[src/rtl/right_shift_pipelined_stall.sv]
// ----------------------------------------------------------------------------
// right_shift_pipelined_stall
//   Pipelined barrel right shifter with one radix-4 shift digit per stage,
//   logical or arithmetic fill, a sticky bit (OR of every discarded bit) and a
//   valid/ready handshake with a single global advance enable.
//
// Ports
//   clk       clock, rising edge
//   reset     asynchronous active-high reset
//   in        operand
//   shift     right-shift amount, 0..2^SW-1 (may exceed WIDTH-1)
//   arith     1 = fill with in[WIDTH-1], 0 = fill with zero
//   validIn   input beat valid
//   readyIn   block accepts a beat this cycle
//   out       shifted result
//   sticky    OR of the bits shifted out below the LSB
//   validOut  out/sticky valid
//   readyOut  consumer accepts the beat this cycle
// ----------------------------------------------------------------------------

// One radix-4 shift step: shifts right by dig_i * 4^S, filling with fill_i,
// and folds the dropped LSBs into the running sticky.
module right_shift_pipelined_stall_stage #(
   parameter int WIDTH = 13,
   parameter int S     = 0
) (
   input  logic [WIDTH-1:0] data_i,
   input  logic             stk_i,
   input  logic             fill_i,
   input  logic [1:0]       dig_i,
   output logic [WIDTH-1:0] data_o,
   output logic             stk_o
);
   localparam int AW = 2*S + 2;

   logic [AW-1:0]    amt;
   logic [WIDTH-1:0] drop_mask;

   assign amt = AW'(dig_i) << (2*S);

   // Shifting a {fill, data} double-width word keeps the fill bits flowing in
   // from the top; amounts >= WIDTH leave only fill bits.
   assign data_o = WIDTH'({{WIDTH{fill_i}}, data_i} >> amt);

   // Low amt bits of the incoming data are the ones that fall off this step.
   assign drop_mask = ~({WIDTH{1'b1}} << amt);
   assign stk_o     = stk_i | (|(data_i & drop_mask));
endmodule

module right_shift_pipelined_stall #(
   parameter int WIDTH  = 13,
   parameter int SW     = $clog2(WIDTH),
   parameter int STAGES = ($clog2(WIDTH) + 1) / 2
) (
   input  logic             clk,
   input  logic             reset,
   input  logic [WIDTH-1:0] in,
   input  logic [SW-1:0]    shift,
   input  logic             arith,
   input  logic             validIn,
   output logic             readyIn,
   output logic [WIDTH-1:0] out,
   output logic             sticky,
   output logic             validOut,
   input  logic             readyOut
);
   localparam int SPW = 2*STAGES;

   logic             en;
   logic             acc;
   logic [SPW-1:0]   shift_pad;
   logic [STAGES:1]  vld_pipe_q;

   // One enable for the whole pipe: everything moves when the output slot is
   // empty or being drained, otherwise everything holds.
   assign en        = ~validOut | readyOut;
   assign readyIn   = en;
   assign acc       = validIn & en;
   assign shift_pad = SPW'(shift);

   always_ff @(posedge clk or posedge reset) begin
      if (reset)   vld_pipe_q <= '0;
      else if (en) vld_pipe_q <= {vld_pipe_q[STAGES-1:1], acc};
   end

   // Rank i applies digit S = STAGES-1-i (most significant digit first). Only
   // the digits still to be applied, and the fill bit, travel to later ranks.
   for (genvar i = 0; i < STAGES; i++) begin : g_rank
      localparam int S = STAGES - 1 - i;

      logic [WIDTH-1:0] data_in, data_d, data_q;
      logic             stk_in, stk_d, stk_q, fill_in;
      logic [1:0]       dig;

      if (i == 0) begin : g_src
         assign data_in = in;
         assign stk_in  = 1'b0;
         assign fill_in = arith & in[WIDTH-1];
         assign dig     = shift_pad[2*S+1:2*S];
      end else begin : g_src
         assign data_in = g_rank[i-1].data_q;
         assign stk_in  = g_rank[i-1].stk_q;
         assign fill_in = g_rank[i-1].g_mid.fill_q;
         assign dig     = g_rank[i-1].g_mid.rem_q[2*S+1:2*S];
      end

      right_shift_pipelined_stall_stage #(.WIDTH(WIDTH), .S(S)) u_stage (
         .data_i (data_in),
         .stk_i  (stk_in),
         .fill_i (fill_in),
         .dig_i  (dig),
         .data_o (data_d),
         .stk_o  (stk_d)
      );

      always_ff @(posedge clk or posedge reset) begin
         if (reset) begin
            data_q <= '0;
            stk_q  <= 1'b0;
         end else if (en) begin
            data_q <= data_d;
            stk_q  <= stk_d;
         end
      end

      if (S > 0) begin : g_mid
         logic             fill_q;
         logic [2*S-1:0]   rem_q, rem_d;

         if (i == 0) begin : g_rem
            assign rem_d = shift_pad[2*S-1:0];
         end else begin : g_rem
            assign rem_d = g_rank[i-1].g_mid.rem_q[2*S-1:0];
         end

         always_ff @(posedge clk or posedge reset) begin
            if (reset) begin
               fill_q <= 1'b0;
               rem_q  <= '0;
            end else if (en) begin
               fill_q <= fill_in;
               rem_q  <= rem_d;
            end
         end
      end
   end

   assign out      = g_rank[STAGES-1].data_q;
   assign sticky   = g_rank[STAGES-1].stk_q;
   assign validOut = vld_pipe_q[STAGES];
endmodule

[config.mk]
export PLATFORM = sky130hd
export DESIGN_NAME = right_shift_pipelined_stall
export DESIGN_NICKNAME = d
export VERILOG_FILES = /design/src/rtl/right_shift_pipelined_stall.sv
export SDC_FILE = /design/constraint.sdc
export NUM_CORES = 1
export LEC_CHECK = 0
export ABC_AREA = 0
export BUFFER_PORTS_ARGS = -buffer_cell sky130_fd_sc_hd__buf_2
export CAP_MARGIN = 40
export CORE_UTILIZATION = 58
export DETAILED_ROUTE_END_ITERATION = 7
export MAX_ROUTING_LAYER = met4
export PLACE_DENSITY = 0.91
export SLEW_MARGIN = 25
export SYNTH_ARGS = -nofsm -noshare
export SYNTH_HDL_FRONTEND = slang
export SYNTH_SLANG_ARGS = --single-unit
[constraint.sdc]
create_clock -name clk -period 2.3 [get_ports clk]
set_clock_uncertainty 0.1 [all_clocks]
set_input_delay 0.115 -clock clk [delete_from_list [all_inputs] [get_ports clk]]
set_output_delay 0.115 -clock clk [all_outputs]
set_load 0.1 [all_outputs]
==> results of run 1 <==
[power by group]
group	switching (mW)	leakage (nW)	internal, mW	total (mW)
logic	0.741	0.569	0.242	0.984
clock network	0.180	0.0265	0.122	0.301
registers	0.0866	0.394	0.694	0.781
total	1.01	0.990	1.06	2.07
[critical path, stage by stage, from the launching register on]
cell and delay [ns]:
sky130_fd_sc_hd__dfrtp_1 0.39, sky130_fd_sc_hd__nor2b_1 0.14, sky130_fd_sc_hd__inv_1 0.42, sky130_fd_sc_hd__buf_2 0.53
[final timing paths]
kind | endpoint | slack [ns] | cells after the start
max in group asynchronous | g_rank[0].data_q[1] | 1.51 | 4
worst min-delay path | g_rank[0].data_q[12] | 0.008 | 3
worst min register to register | out[8] | 0.37 | 2
worst max register to register | out[5] | 0.64 | 3
worst max-delay path | readyIn | 0.27 | 3
min in group asynchronous | out[9] | 0.29 | 4
[registers in the layout, indices dropped and copies added (netlist names)]
register and flops:
out 13, g_rank.data_q 13, sticky 1, vld_pipe_q 2
g_rank.g_mid.rem_q 2, g_rank.g_mid.fill_q 1, g_rank.stk_q 1
[cell usage after synthesis (all sizes together)]
cell,count,area [µm²]
dfrtp,33,825.8
nand2,32,120.1
nor2,19,71.32
o21ai,17,85.08
mux2,14,157.7
buf,10,52.55
mux2i,10,100.1
mux4,10,236.5
a21oi,9,45.04
clkbuf,3,11.26
inv,3,11.26
nor4,2,12.51
a21bo,1,10.01
a21o,1,7.510
a221o,1,10.01
a31oi,1,6.260
and2,1,8.760
nand2b,1,6.260
nor2b,1,6.260
nor3,1,5.000
o211a,1,10.01
o22a,1,8.760
o41ai,1,8.760
[layout make-up]
type                            instances  area [µm²]  area share (%)
Multi-Input combinational cell        124       915.9           43.70
Sequential cell                        33       825.8           39.40
Timing Repair Buffer                   45       255.2           12.18
Clock buffer                            8       48.80           2.328
Tap cell                               31       38.79           1.851
Inverter                                3       11.26          0.5373
[placed cells by master (no fill, tap or decap), drive strengths merged]
master and count:
a21o 1, a21bo 1, dlygate4sd3 4, mux2 14, nor4 2, o211a 1, a31oi 1, nand2b 1
inv 3, a221o 1, nand2 32, and2 1, clkbuf 8, mux4 10, a21oi 9, nor3 1
buf 41, dfrtp 33, o21ai 17, o22a 1, o41ai 1, nor2 19, mux2i 10, nor2b 1
[routing by layer]
layer	vias up	GRT usage [%]	wire [µm]
li1	694	-	-
met1	663	29.83	1537
met2	55	40.07	1730
met3	10	4.688	159
met4	0	12.93	99
met5	-	-	0
[kinds of logic after synthesis]
logic type / synth area share [%]
flip-flops: 45.45
multiplexers: 27.20
buffers and inverters: 4.132
AO/OA/AOI/OAI: 10.54
AND/OR/NAND/NOR: 12.67
[what timing repair did]
| action | in CTS | in global routing |
|---|---|---|
| hold buffers | 4 | 0 |
| setup endpoints to repair | 0 | 0 |
| endpoints found under the hold margin | 36 | 0 |
==> flow_summary_export.csv, run 1 <==
group,metric,value,unit
cells_and_area,n_fill_cell,214,
logic_synthesis,mappedNetlistNets,195,
sta,period_utilization,88.23,%
logic_synthesis,ys_seq_elements,33,
critical_path,critPathKind,"reg -> out",
run,max_cap_violations,0,
sta,final_critical_path_setup_slack,0.2707,ns
detailed_routing,initialDrtViolationCount,51,
critical_path,critPathCaptureType,"output port",
clock_tree,post_cts.repair.setup_buffers,0,
clock_tree,cts.path.max_buffers,2,
logic_synthesis,post_synth_inst_count,173,
detailed_routing,drc_errors,3,
grt,wire_length_of_the_first_global_routing_pass,5.968,mm
sta,hold-worst-slack,0.008469,ns
sta,setup_viol,0,
detailed_routing,ant_nets,0,
outcome,status,"finished, violations left",
grt,pin_count_of_the_biggest_net_entering_global_routing,34,
power,power_density,985.6,mW/mm²
worst_hold_path,hp-start,"in[12]",
worst_hold_path,worstHoldPathType,"in -> reg",
critical_path,r2r_start,"g_rank[0].g_mid.rem_q[0]",
floorplanning,core_area,0.002853,mm²
cells_and_area,post_layout_nonfiller_instances,244,
clock_tree,cts.sink_count,33,
sta,rsz0062_at_grt,"no",
cells_and_area,nets,234,
place,place.gp.congestion,0.8817,
cells_and_area,layout_stage_area_growth_over_the_synthesis_result,15.36,%
clock_tree,cts_tree,"yes",
floorplanning,height_of_the_die,57.97,µm
sta,slew_violations,0,
logic_synthesis,netlist-cell-type-count,25,
place,dp_hpwl,2.563,mm
critical_path,cp.required,2.09,ns
cells_and_area,finish.utilization,73.46,%
floorplanning,floorplan.initialDensity,63.68,%
cells_and_area,diodes,0,
critical_path,critPathLaunch,"vld_pipe_q[2]",
critical_path,crit_arrival,1.81,ns
floorplanning,die_width,57.97,µm
logic_synthesis,synth_area,0.001817,mm²
grt,grtUsageTotal,24.85,%
detailed_routing,drt_pre_antenna_iters,6,
detailed_routing,vias_per_cell,5.828,
power,vdd_ir_drop_max,446.4,µV
clock_tree,resize_count_post_cts,0,
detailed_routing,wl_per_cell,14.45,µm
floorplanning,ios,38,
sta,period_minus_slack,2.029,ns
clock_tree,insertion_delay,0.33,ns
place,placement.cell_area,0.002007,mm²
grt,overflow,0,
clock_tree,root_buffer,"sky130_fd_sc_hd__clkbuf_4",
clock_tree,clock_pin_slew_reported_for_the_worst_setup_and_hold_paths_after_clock_tree_synthesis,0.09,ns
sta,max_slew_margin,59.88,%
floorplanning,core.rowCount,19,
grt,antenna_found_initial,0,
place,port-buffer-count,37,
sta,setup_total_negative_slack,0,ns
grt,number_of_global_route_vias_before_repair,1329,
cells_and_area,final_design_area_no_fill,0.002096,mm²
power,total_power,2.066,mW
power,static_leakage,0.9898,nW
logic_synthesis,synth_seq_area_share,45.45,%
critical_path,crit_fanout,17,
sta,worst-slew-pin-transition,0.6019,ns
sta,max_freq,0.4928,GHz
floorplanning,die_area,0.003360,mm²
sta,report.final.hold_viol_count,0,
logic_synthesis,syn-mean-instance-area,10.50,µm²
cells_and_area,layout-drive-gt1-share,32.39,%
critical_path,critPathLaunchType,"flip-flop",
place,dp_worst_setup_slack,0.6545,ns
outcome,violated_checks,"DRC",
clock_tree,tritoncts.num_buffers,5,
place,post-place-cells,232,
detailed_routing,routed-via-count,1422,
logic_synthesis,ys.warnings.count,0,
detailed_routing,detailed_route_wl,3.526,mm
clock_tree,clock_tree.htree_level_count,2,
Power figures use the tool's default switching activity.
==> run 2: changes to the inputs <==
ABC_AREA = 1   (was 0)
CORE_UTILIZATION = 59   (was 58)
PLACE_DENSITY = 0.92   (was 0.91)
==> run 2 against run 1 <==
The flow now finishes without violations. Largest power group unchanged. Register-to-register slack better by 0.10 ns. Fmax up 9.2%. Worst setup slack improved by 0.17 ns. Critical endpoint unchanged. Wire length is 13% higher. Clock power increased by 2%. Clock-buffer cell count did not move. Synthesized area up 5.0%. Synthesized cell count increased by 50%. Critical path depth fell by 1. Non-clock buffer count shrank 1. Global-route usage grew 2.2 points.
==> flow_summary_export.csv, run 2 <==
group,metric,value,unit
detailed_routing,drt_pre_antenna_iters,5,
sta,setup_total_negative_slack,0,ns
sta,max_slew_margin,61.71,%
sta,rsz0062_at_grt,"no",
place,placement.cell_area,0.002022,mm²
cells_and_area,nets,319,
critical_path,cell_family_contributing_the_most_delay_on_the_critical_path,"buffers and inverters",
floorplanning,core_area,0.003053,mm²
logic_synthesis,netlist-cell-type-count,22,
place,place.gp.congestion,0.8376,
power,power_density,959.1,mW/mm²
logic_synthesis,synth-edff-count,0,
sta,hold-worst-slack,0.01417,ns
critical_path,critPathKind,"reg -> out",
logic_synthesis,post_synth_inst_count,259,
detailed_routing,vias_per_cell,5.199,
clock_tree,root_buffer,"sky130_fd_sc_hd__clkbuf_4",
logic_synthesis,netlist.area_leader.share,43.28,%
logic_synthesis,mappedNetlistNets,281,
sta,setup_viol,0,
clock_tree,tritoncts.num_buffers,5,
place,post-place-cells,328,
logic_synthesis,yosys.area.top_type,"sky130_fd_sc_hd__dfrtp_1",
power,static_leakage,1.127,nW
clock_tree,clock_tree.htree_level_count,2,
floorplanning,core.rowCount,20,
grt,wire_length_of_the_first_global_routing_pass,6.824,mm
clock_tree,cts_tree,"yes",
sta,report.final.hold_viol_count,0,
sta,max_freq,0.5383,GHz
critical_path,critPathLaunchType,"flip-flop",
clock_tree,clock_pin_slew_reported_for_the_worst_setup_and_hold_paths_after_clock_tree_synthesis,0.09,ns
cells_and_area,final_design_area_no_fill,0.002131,mm²
grt,number_of_global_route_vias_before_repair,1627,
power,total_switching_power,1.048,mW
critical_path,path_buf_inv,1,
critical_path,ordered_cell_list_for_the_critical_path,"nand2_4 -> buf_2",
grt,pin_count_of_the_biggest_net_entering_global_routing,41,
grt,antenna_found_initial,0,
detailed_routing,routed-via-count,1778,
critical_path,critPathCaptureType,"output port",
logic_synthesis,synth_seq_area_share,43.28,%
logic_synthesis,synth_async_sr_flop_share,100.0,%
sta,worst-slew-pin-transition,0.5743,ns
clock_tree,cts.path.max_buffers,2,
logic_synthesis,netlist_top_cells_count,"sky130_fd_sc_hd__nand2_1, sky130_fd_sc_hd__dfrtp_1, sky130_fd_sc_hd__nand3_1",
critical_path,crit_fanout,40,
logic_synthesis,ys_seq_elements,33,
clock_tree,insertion_delay,0.33,ns
worst_hold_path,worstHoldPathType,"in -> reg",
logic_synthesis,ys_dominant_reg_cell,"sky130_fd_sc_hd__dfrtp_1",
grt,grtUsageTotal,27.10,%
floorplanning,die_area,0.003466,mm²
place,dp_worst_setup_slack,0.8161,ns
place,port-buffer-count,37,
cells_and_area,layout_stage_area_growth_over_the_synthesis_result,11.67,%
cells_and_area,ff_latch_area,825.8,µm²
clock_tree,resize_count_post_cts,0,
floorplanning,floorplan.initialDensity,62.50,%
detailed_routing,wl_per_cell,11.65,µm
power,share_comb_of_total_power,46.7,%
power,power_report.internal_total,0.9959,mW
critical_path,slowest_stage,"sky130_fd_sc_hd__buf_2",
critical_path,slowest_delay,0.51,ns
power,swShare,51.27,%
power,total_power,2.044,mW
logic_synthesis,syn-mean-instance-area,7.367,µm²
logic_synthesis,ys.warnings.count,0,
sta,slew_violations,0,
cells_and_area,post_layout_nonfiller_instances,342,
sta,final_critical_path_setup_slack,0.4423,ns
sta,period_utilization,80.77,%
power,pwr-share-clk,15.0,%
cells_and_area,finish.utilization,69.80,%
detailed_routing,detailed_route_wl,3.985,mm
cells_and_area,layout-drive-gt1-share,18.79,%
outcome,status,"complete, no violations",
clock_tree,cts.sink_count,33,
grt,overflow,0,
floorplanning,die_width,58.87,µm
cells_and_area,most-common-layout-cells,"sky130_fd_sc_hd__nand2_1, sky130_fd_sc_hd__buf_2, sky130_fd_sc_hd__dfrtp_1",
clock_tree,post_cts.repair.setup_buffers,0,
clock_tree,postCtsHoldBufs,6,
cells_and_area,layout.cells.most_common,"sky130_fd_sc_hd__nand2_1",
logic_synthesis,post_synth_main_area_contributors,"sky130_fd_sc_hd__dfrtp_1, sky130_fd_sc_hd__nand2_1, sky130_fd_sc_hd__nand3_1",
detailed_routing,initialDrtViolationCount,85,
cells_and_area,n_fill_cell,266,
logic_synthesis,synth_area,0.001908,mm²
logic_synthesis,post-synth-top-count-cell,"sky130_fd_sc_hd__nand2_1",
detailed_routing,drc_errors,0,
cells_and_area,multiInputGateArea,870.8,µm²
sta,period_minus_slack,1.858,ns
power,vdd_ir_drop_max,450.4,µV
cells_and_area,diodes,0,
critical_path,cp.required,2.09,ns
run,max_cap_violations,0,
floorplanning,ios,38,
critical_path,crit_arrival,1.64,ns
power,pwr-share-seq,38.3,%
place,dp_hpwl,2.757,mm
floorplanning,height_of_the_die,58.87,µm
detailed_routing,ant_nets,0,
## run 2: worst min-delay path: stages
cell	delay, ns
sky130_fd_sc_hd__buf_2	0.09
sky130_fd_sc_hd__nand2_1	0.04
sky130_fd_sc_hd__o21ai_0	0.06
sky130_fd_sc_hd__nand2_1	0.06
sky130_fd_sc_hd__o211ai_2	0.05
## run 2: final timing paths
path | slack [ns] | cells past startpoint | end | from
worst min register to register | 0.35 | 2 | vld_pipe_q[2] | vld_pipe_q[1]
max in group asynchronous | 1.52 | 4 | g_rank[0].data_q[3] | reset
worst max register to register | 0.74 | 5 | out[3] | g_rank[0].g_mid.rem_q[0]
worst max-delay path | 0.44 | 2 | readyIn | vld_pipe_q[2]
worst min-delay path | 0.01 | 5 | g_rank[0].data_q[2] | in[2]
min in group asynchronous | 0.29 | 4 | out[5] | reset
## run 2: power by group through the flow
stage	clock (mW)	combinational, mW	sequential (mW)
after floorplan	0	0.344	1.26
after global placement	0	0.932	0.781
after detailed placement	0	0.945	0.791
after CTS	0.310	0.956	0.780
after global routing	0.331	1.02	0.798
final	0.306	0.955	0.782
## run 2: per-layer routing
metal  up-vias  GRT usage [%]  routed length, µm
met4         0          10.88                 56
met2        68          44.64               1945
met1       792          32.66               1797
met3         6          5.275                186
met5         -              -                  0
li1        912              -                  -
## run 2: logic make-up (layout without fill, tap and decap cells)
logic type / count (synthesis) / after routing / share of synthesized area (%)
compound gates: 34 / 34 / 11.28
flops: 33 / 33 / 43.28
buf+inv: 33 / 72 / 11.08
simple gates: 159 / 159 / 34.36
## run 2: area by class of cell
type	count	share of cell area, %
multi-input cells	193	40.87
clock buffers	8	2.290
well taps	44	2.584
repair buffers	44	11.86
flip-flops and latches	33	38.76
inverters	20	3.641
==> run 3: changes to the inputs <==
CORE_UTILIZATION = 49   (was 59)
PLACE_DENSITY = 0.82   (was 0.92)
clock period = 1.6 ns   (was 2.3 ns; I/O delays follow)
==> run 3 against run 2 <==
Sequential cell count unchanged. Worst setup slack worse by 0.16 ns. Critical path depth up 2. Sequential share of layout area down 1.3 points. Highest routed layer unchanged.
==> flow_summary_export.csv, run 3 (same netlist as run 2, synthesis figures left out) <==
group,metric,value,unit
sta,setup_viol,0,
grt,number_of_global_route_vias_before_repair,1581,
sta,period_utilization,82.41,%
critical_path,critPathCaptureType,"flip-flop",
sta,slew_violations,0,
clock_tree,insertion_delay,0.29,ns
sta,setup_total_negative_slack,0,ns
clock_tree,tritoncts.num_buffers,5,
sta,hold-worst-slack,0.008831,ns
clock_tree,cts_tree,"yes",
power,share_comb_of_total_power,45.3,%
cells_and_area,most-common-layout-cells,"sky130_fd_sc_hd__nand2_1, sky130_fd_sc_hd__buf_2, sky130_fd_sc_hd__nand3_1, sky130_fd_sc_hd__dfrtp_1, sky130_fd_sc_hd__nor2_1",
place,place.gp.congestion,0.8594,
critical_path,r2r.worst_path.cells,4,
power,power_density,1407,mW/mm²
grt,pin_count_of_the_biggest_net_entering_global_routing,34,
worst_hold_path,hp-start,"arith",
critical_path,reg2reg_to,"out[3]",
critical_path,cp.required,1.72,ns
power,total_switching_power,1.521,mW
cells_and_area,layout.cells.most_common,"sky130_fd_sc_hd__nand2_1",
floorplanning,die_width,64.40,µm
detailed_routing,routed-via-count,1785,
detailed_routing,drc_errors,0,
cells_and_area,post_layout_nonfiller_instances,349,
power,static_leakage,1.166,nW
sta,max_slew_margin,67.97,%
floorplanning,ios,38,
sta,max_freq,0.7584,GHz
cells_and_area,layout_stage_area_growth_over_the_synthesis_result,15.61,%
critical_path,crit_arrival,1.44,ns
sta,report.final.hold_viol_count,0,
clock_tree,root_buffer,"sky130_fd_sc_hd__clkbuf_8",
detailed_routing,wl_per_cell,11.24,µm
cells_and_area,nets,322,
sta,worst-slew-pin-transition,0.4838,ns
grt,grtUsageTotal,21.93,%
detailed_routing,ant_nets,0,
grt,overflow,0,
detailed_routing,drt_pre_antenna_iters,4,
power,swShare,49.01,%
detailed_routing,detailed_route_wl,3.922,mm
critical_path,critPathKind,"reg -> reg",
outcome,status,"complete, no violations",
critical_path,crit_fanout,15,
clock_tree,cts.path.max_buffers,2,
grt,wire_length_of_the_first_global_routing_pass,6.768,mm
worst_hold_path,number_of_stages_on_the_worst_hold_path,3,
cells_and_area,diodes,0,
power,pwr-share-seq,35.8,%
clock_tree,clock_pin_slew_reported_for_the_worst_setup_and_hold_paths_after_clock_tree_synthesis,0.06,ns
worst_hold_path,worstHoldPathType,"in -> reg",
floorplanning,height_of_the_die,64.40,µm
power,power_report.internal_total,1.582,mW
floorplanning,core_area,0.003689,mm²
sta,rsz0062_at_grt,"no",
place,post-place-cells,336,
critical_path,setup.reg_to_reg.worst_slack,0.28,ns
clock_tree,cts.sink_count,33,
floorplanning,die_area,0.004147,mm²
detailed_routing,initialDrtViolationCount,62,
sta,period_minus_slack,1.319,ns
cells_and_area,layout-drive-gt1-share,20.93,%
power,pwr-share-clk,18.9,%
detailed_routing,vias_per_cell,5.115,
clock_tree,clock_tree.htree_level_count,2,
critical_path,critPathLaunchType,"flip-flop",
critical_path,r2r_start,"g_rank[0].g_mid.rem_q[1]",
worst_hold_path,timing.hold.worst_endpoint,"g_rank[0].g_mid.fill_q",
floorplanning,floorplan.initialDensity,51.73,%
grt,antenna_found_initial,0,
floorplanning,core.rowCount,22,
place,dp_hpwl,2.888,mm
run,max_cap_violations,0,
place,port-buffer-count,37,
power,vdd_ir_drop_max,751.0,µV
==> run 3: cell types whose count changed in the layout (fill, tap and decap cells not counted) <==
cell and change:
sky130_fd_sc_hd__dfrtp_2 +1, sky130_fd_sc_hd__dfrtp_1 -1, sky130_fd_sc_hd__clkbuf_1 -2, sky130_fd_sc_hd__buf_2 -1, sky130_fd_sc_hd__buf_4 +4, sky130_fd_sc_hd__clkbuf_4 -5, sky130_fd_sc_hd__dlygate4sd3_1 -1, sky130_fd_sc_hd__clkbuf_8 +5
sky130_fd_sc_hd__clkinv_2 +2, sky130_fd_sc_hd__buf_12 +1
==> run 3: how the worst max path moves through the flow <==
stage | start | endpoint | slack (ns) | cells past startpoint
6_report | g_rank[0].g_mid.rem_q[1] | out[3] | 0.28 | 4
3_3_place_gp | g_rank[0].g_mid.rem_q[1] | out[3] | 0.36 | 4
4_1_cts | vld_pipe_q[2] | validOut | 0.29 | 1
3_5_place_dp | g_rank[0].g_mid.rem_q[1] | out[2] | 0.32 | 4
5_1_grt | g_rank[0].g_mid.rem_q[1] | out[3] | 0.16 | 4
2_1_floorplan | vld_pipe_q[2] | out[0] | 0.14 | 4
==> run 3: through the flow <==
stage | utilization (%) | power, mW | instance area, µm² | setup slack, ns
floorplan | - | 2.312 | 1912 | 0.1435
global placement | 56.21 | 2.504 | 2073 | 0.3557
detailed placement | 56.21 | 2.524 | 2073 | 0.3177
CTS | 59.80 | 3.130 | 2206 | 0.2894
global route | 59.80 | 3.281 | 2206 | 0.1604
finish | 59.80 | 3.103 | 2206 | 0.2814
==> run 3: what timing repair did <==
item | CTS | global route
hold buffers | 5 | 0
gates resized for setup | 0 | 0
hold endpoints to repair | 37 | 0
buffers inserted | 0 | 0
==> run 3: cell type report <==
class	instances	area (µm²)
fill	381	1483
multi-input combinational	193	870.8
sequential	33	827.0
timing repair buffer	47	287.8
inverter	20	77.57
clock buffer	6	72.57
tap	48	60.06
clock inverter	2	10.01
==> run 3: worst max-delay path: stages (launching register included) <==
cell                       delay (ns)
sky130_fd_sc_hd__dfrtp_1         0.63
sky130_fd_sc_hd__inv_2           0.22
sky130_fd_sc_hd__o211ai_1        0.14
sky130_fd_sc_hd__nand3_1         0.09
sky130_fd_sc_hd__nand2_1         0.06
==> run 3: routing by layer <==
layer / global-route usage (%) / part of all wire [%] / vias to the layer above
met5: - / 0 / -
met4: 10.28 / 2.0 / 0
met3: 4.821 / 5.1 / 7
met2: 34.08 / 46 / 62
met1: 27.15 / 47 / 801
li1: - / - / 915
==> run 3: power by group through the flow <==
stage	logic [mW]	registers, mW	clock network (mW)
2_1_floorplan	0.497	1.82	0
3_3_place_gp	1.39	1.11	0
3_5_place_dp	1.40	1.12	0
4_1_cts	1.41	1.11	0.610
5_1_grt	1.51	1.13	0.646
6_report	1.41	1.11	0.587
